`config.mk`:
```
export PLATFORM = sky130hd
export DESIGN_NAME = instr_encoder
export DESIGN_NICKNAME = d
export VERILOG_FILES = /design/src/rtl/rv32i_pkg.sv /design/src/rtl/sync_fifo.sv /design/src/rtl/instr_encoder.sv
export SDC_FILE = /design/constraint.sdc
export NUM_CORES = 1
export LEC_CHECK = 0
export CAP_MARGIN = 25
export CORE_ASPECT_RATIO = 0.6
export CORE_MARGIN = 4
export CORE_UTILIZATION = 45
export CTS_CLUSTER_SIZE = 8
export DETAILED_ROUTE_END_ITERATION = 7
export GPL_TIMING_DRIVEN = 0
export PLACE_DENSITY = 0.69
export SLEW_MARGIN = 10
export SYNTH_ARGS = -nofsm -noshare
export SYNTH_HDL_FRONTEND = slang
export SYNTH_SLANG_ARGS = --single-unit
export TNS_END_PERCENT = 1
```
`constraint.sdc`:
```
create_clock -name clk -period 8.05 [get_ports clk]
set_input_delay 1.2075 -clock clk [delete_from_list [all_inputs] [get_ports clk]]
set_output_delay 1.2075 -clock clk [all_outputs]
set_load 0.02 [all_outputs]
```
`src/rtl/rv32i_pkg.sv`:
```
// RV32I field constants shared by the instruction encoder and decoder.
package rv32i_pkg;

  localparam logic [7:0] ALUOP_NOP  = 8'h00;
  localparam logic [7:0] ALUOP_ADD  = 8'h01;
  localparam logic [7:0] ALUOP_SUB  = 8'h02;
  localparam logic [7:0] ALUOP_SLL  = 8'h03;
  localparam logic [7:0] ALUOP_SLT  = 8'h04;
  localparam logic [7:0] ALUOP_SLTU = 8'h05;
  localparam logic [7:0] ALUOP_XOR  = 8'h06;
  localparam logic [7:0] ALUOP_SRL  = 8'h07;
  localparam logic [7:0] ALUOP_SRA  = 8'h08;
  localparam logic [7:0] ALUOP_OR   = 8'h09;
  localparam logic [7:0] ALUOP_AND  = 8'h0a;

  localparam logic [6:0] OPC_OP    = 7'b0110011;
  localparam logic [6:0] OPC_OPIMM = 7'b0010011;

  localparam logic [6:0] F7_BASE = 7'b0000000;
  localparam logic [6:0] F7_ALT  = 7'b0100000;

  localparam logic [2:0] F3_ADD_SUB = 3'b000;
  localparam logic [2:0] F3_SLL     = 3'b001;
  localparam logic [2:0] F3_SLT     = 3'b010;
  localparam logic [2:0] F3_SLTU    = 3'b011;
  localparam logic [2:0] F3_XOR     = 3'b100;
  localparam logic [2:0] F3_SRL_SRA = 3'b101;
  localparam logic [2:0] F3_OR      = 3'b110;
  localparam logic [2:0] F3_AND     = 3'b111;

  localparam logic [31:0] NOP_INSTR = 32'h0000_0013;

  function automatic logic [2:0] funct3_of(input logic [7:0] aluop);
    case (aluop)
      ALUOP_SLL:            return F3_SLL;
      ALUOP_SLT:            return F3_SLT;
      ALUOP_SLTU:           return F3_SLTU;
      ALUOP_XOR:            return F3_XOR;
      ALUOP_SRL, ALUOP_SRA: return F3_SRL_SRA;
      ALUOP_OR:             return F3_OR;
      ALUOP_AND:            return F3_AND;
      default:              return F3_ADD_SUB;
    endcase
  endfunction

  function automatic logic is_shift(input logic [7:0] aluop);
    return (aluop == ALUOP_SLL) || (aluop == ALUOP_SRL) || (aluop == ALUOP_SRA);
  endfunction

endpackage

```
`src/rtl/sync_fifo.sv`:
```
// Single-clock FIFO; rd_data reads as zero while empty.
module sync_fifo #(
  parameter int WIDTH = 32,
  parameter int DEPTH = 4
) (
  input  logic             clk,
  input  logic             rst_n,
  input  logic             flush,
  input  logic             wr_en,
  input  logic [WIDTH-1:0] wr_data,
  input  logic             rd_en,
  output logic [WIDTH-1:0] rd_data,
  output logic             full,
  output logic             empty
);
  localparam int PW = $clog2(DEPTH);
  localparam int CW = $clog2(DEPTH + 1);

  logic [WIDTH-1:0] mem [DEPTH];
  logic [PW-1:0]    wr_ptr, rd_ptr;
  logic [CW-1:0]    count;
  logic             do_wr, do_rd;

  assign full  = (count == CW'(DEPTH));
  assign empty = (count == '0);
  assign do_wr = wr_en && !full && !flush;
  assign do_rd = rd_en && !empty && !flush;
  assign rd_data = empty ? '0 : mem[rd_ptr];

  always_ff @(posedge clk) begin
    if (do_wr) mem[wr_ptr] <= wr_data;
  end

  always_ff @(posedge clk or negedge rst_n) begin
    if (!rst_n) begin
      wr_ptr <= '0;
      rd_ptr <= '0;
      count  <= '0;
    end else if (flush) begin
      wr_ptr <= '0;
      rd_ptr <= '0;
      count  <= '0;
    end else begin
      if (do_wr) wr_ptr <= wr_ptr + 1'b1;
      if (do_rd) rd_ptr <= rd_ptr + 1'b1;
      case ({do_wr, do_rd})
        2'b10:   count <= count + 1'b1;
        2'b01:   count <= count - 1'b1;
        default: count <= count;
      endcase
    end
  end

endmodule

```
`src/rtl/instr_encoder.sv`:
```
// Packs ALU requests into RV32I R/I-type words and streams them with byte addresses.
// INSTR_ENCODER_ILLEGAL_NOP_EN: illegal requests enqueue a NOP instead of being dropped.
module instr_encoder
  import rv32i_pkg::*;
#(
  parameter int          DEPTH     = 4,
  parameter logic [31:0] BASE_ADDR = 32'h0000_0000
) (
  input  logic        clk,
  input  logic        rst_n,
  input  logic        flush,
  input  logic        in_valid,
  output logic        in_ready,
  input  logic [7:0]  in_aluop,
  input  logic [4:0]  in_rd,
  input  logic [4:0]  in_rs1,
  input  logic [4:0]  in_rs2,
  input  logic [31:0] in_imm,
  input  logic        in_imm_enable,
  output logic        out_valid,
  input  logic        out_ready,
  output logic [31:0] out_instr,
  output logic [31:0] out_addr,
  output logic        err_illegal,
  output logic [7:0]  err_count
);
  logic [2:0]  f3;
  logic [6:0]  f7;
  logic        shift_op, illegal, accept, push, pop, full, empty;
  logic [31:0] enc_instr, fifo_din;

  always_comb begin
    f3        = funct3_of(in_aluop);
    f7        = ((in_aluop == ALUOP_SUB) || (in_aluop == ALUOP_SRA)) ? F7_ALT : F7_BASE;
    shift_op  = is_shift(in_aluop);
    illegal   = 1'b0;
    enc_instr = {f7, in_rs2, in_rs1, f3, in_rd, OPC_OP};
    if ((in_aluop == ALUOP_NOP) || (in_aluop > ALUOP_AND)) begin
      illegal = 1'b1;
    end else if (in_imm_enable) begin
      if (in_aluop == ALUOP_SUB) illegal = 1'b1;
      else if (shift_op)         illegal = |in_imm[31:5];
      else                       illegal = !((&in_imm[31:11]) || !(|in_imm[31:11]));
    end
    if (in_imm_enable) begin
      if (shift_op) enc_instr = {f7, in_imm[4:0], in_rs1, f3, in_rd, OPC_OPIMM};
      else          enc_instr = {in_imm[11:0], in_rs1, f3, in_rd, OPC_OPIMM};
    end
  end

  assign in_ready  = !full;
  assign out_valid = !empty;
  assign accept    = in_valid && in_ready && !flush;
  assign pop       = out_valid && out_ready && !flush;

`ifdef INSTR_ENCODER_ILLEGAL_NOP_EN
  assign push     = accept;
  assign fifo_din = illegal ? NOP_INSTR : enc_instr;
`else
  assign push     = accept && !illegal;
  assign fifo_din = enc_instr;
`endif

  sync_fifo #(.WIDTH(32), .DEPTH(DEPTH)) u_fifo (
    .clk     (clk),
    .rst_n   (rst_n),
    .flush   (flush),
    .wr_en   (push),
    .wr_data (fifo_din),
    .rd_en   (pop),
    .rd_data (out_instr),
    .full    (full),
    .empty   (empty)
  );

  always_ff @(posedge clk or negedge rst_n) begin
    if (!rst_n) begin
      out_addr    <= BASE_ADDR;
      err_illegal <= 1'b0;
      err_count   <= '0;
    end else if (flush) begin
      out_addr    <= BASE_ADDR;
      err_illegal <= 1'b0;
      err_count   <= '0;
    end else begin
      if (pop) out_addr <= out_addr + 32'd4;
      if (accept && illegal) begin
        err_illegal <= 1'b1;
        if (err_count != 8'hFF) err_count <= err_count + 1'b1;
      end
    end
  end

endmodule

```
==> results.md, run 1 <==
- Number of synthesized flops with an enable pin: 104
- GRT Overall Usage: 19.5%
- Worst-path clk slew: 0.06 ns
- Row count: 34
- Setup bufs post-CTS: 0
- Crit-path leading delay family: buffers and inverters
- WP depth: 5
- Worst path bufs/invs: 3
- Antenna diodes: 0
- Antenna viol nets, final: 0
- Area grow syn2layout: 33.7%
- Largest net degree at the start of global routing: 37
- Total CTS buffers: 17
- Sw Share: 24.1%
- Seq cells post-synth: 150
- Max Fanout on Critical Path: 10
- Fraction of registers with async set/reset: 30.7%
- Unrepaired setup endpoints after global routing: no
- Most frequent cells in the layout: clkdlybuf4s50_1, edfxtp_1, dfrtp_1
- First-pass GRT wire length: 26.0 mm
- Max clock buf depth: 2
- Max-cap violations: 0
- Max Fclk: 0.218 GHz
- Min-delay worst type: reg -> reg
- Final Hold Vio Count: 0
- Cell count after synthesis: 491
- CTS tree: yes
- Hold WS: 0.553 ns
- Post-synth top flop: edfxtp_1
- CP peak stage delay: 0.75 ns
- Starting DRT DRC Count: 308
- # DRC: 0
- Fin worst setup slack: 3.46 ns
- Vias: 4590
- Kind of start point of the critical path: register
- Die height: 103 um
- Crit. End Element: output pin
- WL/cell: 18.8 um
- Max Slew Vio Count: 0
- Clock sinks: 150
- PD cells: 219 nW/um2
- Min-Delay Path Depth: 1
- Die Footprint: 17200 um2
- I/O Buffers: 128
- Slowest-stage cell, CP: buf_1
- P_int: 0.00151 W
- Post-DP Area: 8490 um2
- Share of post-route cells with drive strength above 1: 15.3%
- Setup violators final: 0
- H-tree Lvls: 4
- Clk_lat worst skew: 0.42 ns
- Combinational share of power: 16.1%
- Starting Density: 46.4%
- Synth unique cells: 51
- Yosys Warn Count: 0
- Leakage power: 3.30 nW
- Vias in the first global route: 4709
- Minimum clock period: 4.59 ns
- CP Cell Sequence: clkbuf_1, buf_1, mux4_2, and2_1, clkdlybuf4s50_1
- Setup CP Type: reg -> out
- R2R depth: 9
- Most common cell after layout, fill and taps aside: clkdlybuf4s50_1
- Nets@finish: 720
- I/O pins: 136
- Chip width: 167 um
- Placed wire-length estimate: 11.2 mm
- Std-Cell Core Area: 14700 um2
- GP Congestion: 0.828
- Clock root cell: clkbuf_16
- Area of the mapped netlist: 6810 um2
- Post-CTS Hold Buffers: 0
- Place WS: 3.57 ns
- Clock network fraction of design power: 41.9%
- CP arrival: 3.38 ns
- Routed vias/inst: 5.34
- Syn Area/Cell: 13.9 um2
- Sequential power share: 42.0%
- Status: complete, no violations
- Setup TNS: 0 ns
- Initial antenna violation count: 1
- Post-cts resize count: 0
- Grt ovf: 0
- Slew headroom: 39.6%
- Post-route cell area: 9110 um2
- DR pass1 iterations: 6
- Worst Path Required: 6.84 ns
- Clock Skews: 0.0127 ns
- Sequential area share after synthesis: 62.7%
- Worst VDD drop: 178 uV
- Psw: 0.000481 W
- Final WL: 16.2 mm
- Fin crit share: 57.0%
- Least-Margin Pin Slew: 0.906 ns
per-stage QoR:
stage          total power [W]  instances  utilization [%]
2_1_floorplan          0.00103        495                -
3_3_place_gp           0.00117        821             56.9
3_5_place_dp           0.00118        827             57.8
4_1_cts                0.00201        859             62.1
5_1_grt                0.00207        859             62.1
6_report               0.00200        859             62.1
cell families (layout without fill, tap and decap cells):
group / Yosys count / in the layout / synth area share [%]
AND/OR/NAND/NOR: 183 / 183 / 14.0
flip-flops: 150 / 150 / 62.7
AO/OA/AOI/OAI: 41 / 41 / 4.24
buffers and inverters: 41 / 207 / 2.85
multiplexers: 39 / 39 / 10.7
XOR/XNOR: 25 / 25 / 3.32
adder cells (fa/ha/maj): 11 / 11 / 2.13
other: 1 / 5 / 0.0550
worst reg2reg max path, stage by stage, from the launching register on:
cell	delay, ns
dfrtp_1	0.47
or3_1	0.16
and2_1	0.12
clkbuf_1	0.40
nand4_1	0.23
or3_1	0.38
clkbuf_1	0.21
nor2_1	0.44
a21oi_1	0.16
a31o_2	0.23
per-layer routing:
layer | track usage, % | vias to the layer above | part of all wire, %
li1 | - | 2132 | -
met1 | 27.8 | 2297 | 46
met2 | 31.0 | 151 | 48
met3 | 4.52 | 10 | 5.8
met4 | 4.78 | 0 | 0.54
met5 | 0 | - | 0
worst paths after layout:
path                                   from            end  slack (ns)
setup / recovery           u_fifo.rd_ptr[0]  out_instr[21]        3.46
hold / removal                  err_illegal    err_illegal        0.55
setup reg to reg            u_fifo.count[0]   out_addr[24]        5.15
hold reg to reg                 err_illegal    err_illegal        0.55
max in group asynchronous             rst_n   err_count[5]        6.89
min in group asynchronous             rst_n   out_addr[10]        0.67
area by class of cell:
cell class / count / area, um2
fillers: 1126 / 5560
well taps: 198 / 248
multi-input cells: 304 / 2390
inverters: 10 / 37.5
repair buffers: 134 / 1380
clock buffers: 18 / 429
clock inverters: 14 / 198
plain buffers: 31 / 156
flip-flops and latches: 150 / 4270
Yosys cell counts, drive strengths merged, types with 2 or more instances:
cell type / instances / area [um2]
nor4: 5 / 31.3
o211ai: 2 / 20.0
buf: 14 / 92.6
nand3b: 2 / 15.0
dfrtp: 46 / 1150
mux2: 8 / 93.8
nand2: 29 / 109
o311ai: 2 / 17.5
nand4: 10 / 62.6
mux4: 26 / 586
nor3: 7 / 35.0
a31o: 3 / 26.3
nor2: 45 / 169
ha: 10 / 125
or3: 8 / 50.1
clkbuf: 17 / 63.8
o21a: 3 / 22.5
or4: 3 / 22.5
xor2: 20 / 175
nand3: 18 / 90.1
a21oi: 13 / 65.1
and2: 30 / 189
edfxtp: 104 / 3120
mux2i: 5 / 50.1
and4: 2 / 17.5
inv: 10 / 37.5
o41ai: 3 / 26.3
xnor2: 5 / 51.3
o21ai: 9 / 48.8
and3: 14 / 96.3
nor2b: 8 / 50.1
sequential cells by signal (all words and copies together) (netlist names):
register / count
u_fifo.mem: 104
u_fifo.wr_ptr: 2
out_addr: 30
err_count: 8
err_illegal: 1
u_fifo.count: 3
u_fifo.rd_ptr: 2
power by group through the flow:
stage / Clock [W] / Combinational, W / Sequential (W)
after floorplan: 0 / 0.000171 / 0.000855
after global placement: 0 / 0.000319 / 0.000853
after detailed placement: 0 / 0.000325 / 0.000854
after CTS: 0.000850 / 0.000327 / 0.000838
after global routing: 0.000886 / 0.000347 / 0.000838
final: 0.000835 / 0.000322 / 0.000838
Note: power is estimated with default switching activity, not from simulation.
==> run 2: changes to the inputs <==
Clock period 8.05 ns to 4.6 ns, I/O delays scaled along.
==> results of run 2 <==
Same layout as run 1 (identical final DEF). Status: complete, no violations.
Main changes from that run: setup slack after placement 3.57 ns -> 0.637 ns; setup slack after layout 3.46 ns -> 0.526 ns; hold slack 0.553 ns -> 0.151 ns; register-to-register setup slack 5.15 ns -> 1.70 ns; total power 0.00200 W -> 0.00349 W; worst IR drop on VDD 178 uV -> 312 uV
